==> src/rtl/csa_serial_add_ctrl.sv <==
// Multi-cycle WIDTH-bit adder. It processes one nibble per clock through a single
// 4-bit carry-select slice and uses valid/ready handshakes on the operand and result sides.

module Carry_Select_Adder_4bits (
  input  logic [3:0] A,
  input  logic [3:0] B,
  input  logic       Cin,
  output logic [3:0] S,
  output logic       Cout
);

  logic [4:0] sum0;
  logic [4:0] sum1;

  // Both carry-in cases are computed up front. Cin only selects between them.
  always_comb begin
    sum0 = {1'b0, A} + {1'b0, B};
    sum1 = sum0 + 5'd1;
    S    = Cin ? sum1[3:0] : sum0[3:0];
    Cout = Cin ? sum1[4]   : sum0[4];
  end

endmodule

module csa_serial_add_ctrl #(
  parameter int WIDTH = 16
) (
  input  logic             clk,
  input  logic             rst_n,
  input  logic             in_valid,
  output logic             in_ready,
  input  logic [WIDTH-1:0] A,
  input  logic [WIDTH-1:0] B,
  input  logic             Cin,
  input  logic             flush,
  output logic             out_valid,
  input  logic             out_ready,
  output logic [WIDTH-1:0] S,
  output logic             Cout,
  output logic             V,
  output logic             busy
);

  localparam int NIB  = WIDTH / 4;
  localparam int IDXW = (NIB > 1) ? $clog2(NIB) : 1;

  typedef enum logic [1:0] {
    IDLE = 2'd0,
    RUN  = 2'd1,
    DONE = 2'd2
  } state_t;

  state_t            state_q, state_d;
  logic [WIDTH-1:0]  a_q, a_d;
  logic [WIDTH-1:0]  b_q, b_d;
  logic [WIDTH-1:0]  s_q, s_d;
  logic              carry_q, carry_d;
  logic              v_q, v_d;
  logic [IDXW-1:0]   idx_q, idx_d;

  logic [3:0]        nib_a, nib_b, nib_s;
  logic              nib_c;

  assign nib_a = a_q[4*idx_q +: 4];
  assign nib_b = b_q[4*idx_q +: 4];

  Carry_Select_Adder_4bits u_slice (
    .A    (nib_a),
    .B    (nib_b),
    .Cin  (carry_q),
    .S    (nib_s),
    .Cout (nib_c)
  );

  always_comb begin
    state_d = state_q;
    a_d     = a_q;
    b_d     = b_q;
    s_d     = s_q;
    carry_d = carry_q;
    v_d     = v_q;
    idx_d   = idx_q;
    case (state_q)
      IDLE: begin
        if (in_valid && !flush) begin
          a_d     = A;
          b_d     = B;
          carry_d = Cin;
          idx_d   = '0;
          state_d = RUN;
        end
      end
      RUN: begin
        if (flush) begin
          state_d = IDLE;
        end else begin
          s_d[4*idx_q +: 4] = nib_s;
          carry_d           = nib_c;
          if (idx_q == IDXW'(NIB - 1)) begin
            // The result MSB is still being written on this edge, so it comes from the slice.
            v_d     = (a_q[WIDTH-1] == b_q[WIDTH-1]) && (nib_s[3] != a_q[WIDTH-1]);
            state_d = DONE;
          end else begin
            idx_d = idx_q + 1'b1;
          end
        end
      end
      DONE: begin
        if (flush || out_ready) begin
          state_d = IDLE;
        end
      end
      default: state_d = IDLE;
    endcase
  end

  always_ff @(posedge clk or negedge rst_n) begin
    if (!rst_n) begin
      state_q <= IDLE;
      a_q     <= '0;
      b_q     <= '0;
      s_q     <= '0;
      carry_q <= 1'b0;
      v_q     <= 1'b0;
      idx_q   <= '0;
    end else begin
      state_q <= state_d;
      a_q     <= a_d;
      b_q     <= b_d;
      s_q     <= s_d;
      carry_q <= carry_d;
      v_q     <= v_d;
      idx_q   <= idx_d;
    end
  end

  assign in_ready  = (state_q == IDLE);
  assign out_valid = (state_q == DONE);
  assign busy      = (state_q != IDLE);
  assign S         = s_q;
  assign Cout      = carry_q;
  assign V         = v_q;

endmodule

==> config.mk <==
export PLATFORM = sky130hd
export DESIGN_NAME = csa_serial_add_ctrl
export DESIGN_NICKNAME = d
export VERILOG_FILES = /design/src/rtl/csa_serial_add_ctrl.sv
export SDC_FILE = /design/constraint.sdc
export NUM_CORES = 1
export LEC_CHECK = 0
export CORE_MARGIN = 2
export CORE_UTILIZATION = 30
export CTS_CLUSTER_SIZE = 20
export DETAILED_ROUTE_END_ITERATION = 7
export HOLD_SLACK_MARGIN = 0.02
export SLEW_MARGIN = 5
export SYNTH_ARGS = -nofsm -noshare
export SYNTH_HDL_FRONTEND = slang
export SYNTH_SLANG_ARGS = --single-unit
==> constraint.sdc <==
create_clock -name clk -period 6.76 [get_ports clk]
set_clock_uncertainty 0.1 [all_clocks]
set_input_delay 1.352 -clock clk [delete_from_list [all_inputs] [get_ports clk]]
set_output_delay 1.352 -clock clk [all_outputs]
set_load 0.005 [all_outputs]
==> flow_metrics.py <==
metrics = {
    "placed_design": {
        "place_hpwl_mm": 4.01,
        "gp_congestion": 0.764,
        "portBuffers": 58,
    },
    "clock_tree": {
        "postCtsResizedCells": 0,
        "cts_buffers": 5,
        "clock_latency_ns": 0.30,
        "clk_pin_slew_ns": 0.10,
        "cts.hold.buffers_added": 0,
        "htreeDepth": 2,
        "post_cts_buffers": 0,
        "cts_tree": "built",
        "cts-root-buf": "clkbuf_8",
        "clock_sinks": 54,
        "clockBufferDepth": 2,
    },
    "critical_path": {
        "path_class": "flop to flop",
        "cp_data_required_time_ns": 6.84,
        "cp-start-kind": "flop",
        "cp-end-kind": "flop",
        "crit_arrival_ns": 3.41,
        "path_max_fanout": 14,
    },
    "synth": {
        "synth_edf_count": 0,
        "postSynthAreaPerCell_um2": 12.6,
        "yosysWarnings": 0,
        "syn_nets": 258,
        "synthesis.instances": 208,
        "synth_top_area_frac": 0.516,
        "synth_ff_type": "dfrtp_1",
        "async_reset_ff_frac": 1.00,
        "synth-seq-cells": 54,
        "yosysUniqueCellTypes": 34,
        "synth.top_cells.by_area": "dfrtp_1 (52%), mux2_2 (14%), mux4_2 (6.9%), ha_1 (5.3%), nand2_1 (3.7%)",
        "synth_top_area_cell": "dfrtp_1",
        "synth_area_um2": 2620,
        "synth.yosys.seq_area_share": 0.516,
    },
    "routing": {
        "dr.first_iter.drc_count": 57,
        "wire_per_inst_um": 14.1,
        "drc": 0,
        "vias_per_cell": 4.82,
        "ant_nets": 0,
        "first_pass_iters": 5,
        "drt_wl_total_mm": 5.33,
        "vias": 1821,
    },
    "power": {
        "p_leak_nw": 1.41,
        "power_density_nw_per_um2": 437,
        "peakVddDrop_uv": 162,
    },
    "grt": {
        "grt_max_degree": 55,
        "grtUsageTotal": 0.120,
        "grt_pass1_wl_mm": 9.14,
        "antenna_found_initial": 0,
        "grt_pass1_vias": 1876,
        "overflow": 0,
    },
    "sta": {
        "maxSlewViolCount": 0,
        "report.final.hold_viol_count": 0,
        "fin_setup_tns_ns": 0,
        "rsz0062_at_grt": "false",
        "tightest_slew_ns": 0.712,
        "min_period_ns": 3.33,
        "setup-violations-final": 0,
        "period_share": 0.492,
        "max_freq_ghz": 0.300,
        "max-slew-margin-rel": 0.525,
    },
    "die": {
        "die_x_um": 97.5,
        "placementRows": 34,
        "ioPinCount": 59,
        "start_util": 0.305,
        "die_h_um": 97.5,
        "coreArea_um2": 8590,
        "die_area_um2": 9500,
    },
    "cells_and_area": {
        "nets": 319,
        "regArea_um2": 1350,
        "multi_input_area_um2": 1200,
        "fin_util": 0.398,
        "drive_gt1_frac": 0.219,
        "area_growth_pct": 30.7,
        "fillers": 863,
        "diodes": 0,
    },
    "worst_hold_path": {
        "hold_path_class": "flop to flop",
    },
    "run": {
        "maxCapViolations": 0,
    },
    "run_status": {
        "status": "finished, final reports clean",
    },
}
## cell usage in the layout, fill, tap and decap left out, types with 2 or more instances in the layout
master           synthesis  routed
o21ai_0                 10      10
dfrtp_1                 54      54
inv_1                   10      10
nor2_1                   9       9
xor2_1                   2       2
o31ai_1                  9       9
or2_2                    2       2
nand3_1                  3       3
a21oi_1                  5       5
mux2_2                  32      32
buf_4                    3       2
xnor2_1                  2       2
ha_1                    11      11
nand2_1                 26      26
clkbuf_1                 2       2
clkdlybuf4s50_1          0      57
clkbuf_8                 0       5
mux4_2                   8       8
nor2b_1                  2       2
## state kept, by name, summed over array words and instances, names as in the netlist
| register | count |
|---|---|
| state_q | 2 |
| b_q | 16 |
| S | 16 |
| V | 1 |
| a_q | 16 |
| Cout | 1 |
| idx_q | 2 |
## layout make-up
| type | count | area share |
|---|---|---|
| clock buffers | 7 | 0.0223 |
| inverters | 10 | 0.0110 |
| clock inverters | 1 | 0.00877 |
| flip-flops and latches | 54 | 0.395 |
| well taps | 108 | 0.0395 |
| multi-input cells | 138 | 0.351 |
| repair buffers | 60 | 0.173 |
## critical path, cell delays in order (launching register included)
cell and delay [ns]:
dfrtp_1 0.82, mux4_2 0.60, ha_1 0.21, inv_1 0.07, fa_1 0.42, inv_1 0.10
ha_1 0.15, nand2_1 0.07, nor4b_1 0.37, xor2_1 0.21, a21oi_1 0.09
## per-stage QoR
stage / hold WS [ns] / power (mW) / instances / setup slack [ns] / cell area, um^2
after floorplan: 0.373 / 1.04 / 208 / 3.79 / 2620
after detailed placement: 0.367 / 1.30 / 370 / 3.41 / 3320
after global routing: 0.408 / 1.62 / 378 / 3.19 / 3420
after CTS: 0.390 / 1.52 / 378 / 3.38 / 3420
after global placement: 0.361 / 1.28 / 370 / 3.46 / 3320
final: 0.383 / 1.50 / 378 / 3.43 / 3420
## metal layers
metal,global-route usage,vias up,share of wire
met5,0,-,0
met4,0.0310,0,0.011
met3,0.0331,5,0.048
met2,0.199,48,0.49
met1,0.155,904,0.45
li1,-,864,-
## synthesized netlist by cell type (all sizes together), types with 3 or more instances
library cell	instances
buf	4
mux4	8
nand2	26
nor3b	3
mux2	32
a21oi	5
dfrtp	54
o21ai	10
ha	11
nand3	3
nor2	9
o31ai	9
inv	10
## cell families after synthesis
| logic type | count (synthesis) | synth area share |
|---|---|---|
| flip-flops | 54 | 0.516 |
| AND/OR/NAND/NOR | 52 | 0.100 |
| multiplexers | 40 | 0.206 |
| AO/OA/AOI/OAI | 30 | 0.0764 |
| buffers and inverters | 16 | 0.0277 |
| adder cells (fa/ha/maj) | 12 | 0.0602 |
| XOR/XNOR | 4 | 0.0134 |
## worst paths after layout
path / slack, ns / from / end / cells past startpoint
worst min-delay path: 0.38 / S[4]$_DFFE_PN0P_ / S[4]$_DFFE_PN0P_ / 2
worst max register to register: 3.43 / idx_q[0]$_DFFE_PN0P_ / Cout$_DFFE_PN0P_ / 10
min in group asynchronous: 1.06 / rst_n / S[4]$_DFFE_PN0P_ / 2
worst min register to register: 0.38 / S[4]$_DFFE_PN0P_ / S[4]$_DFFE_PN0P_ / 2
max in group asynchronous: 5.05 / rst_n / a_q[4]$_DFFE_PN0P_ / 2
worst max-delay path: 3.43 / idx_q[0]$_DFFE_PN0P_ / Cout$_DFFE_PN0P_ / 10
## where the power goes
group | switching (mW) | internal, mW
registers | 0.0886 | 0.416
clock network | 0.103 | 0.111
logic | 0.380 | 0.397
No activity file was read; power rests on OpenSTA's default activity.
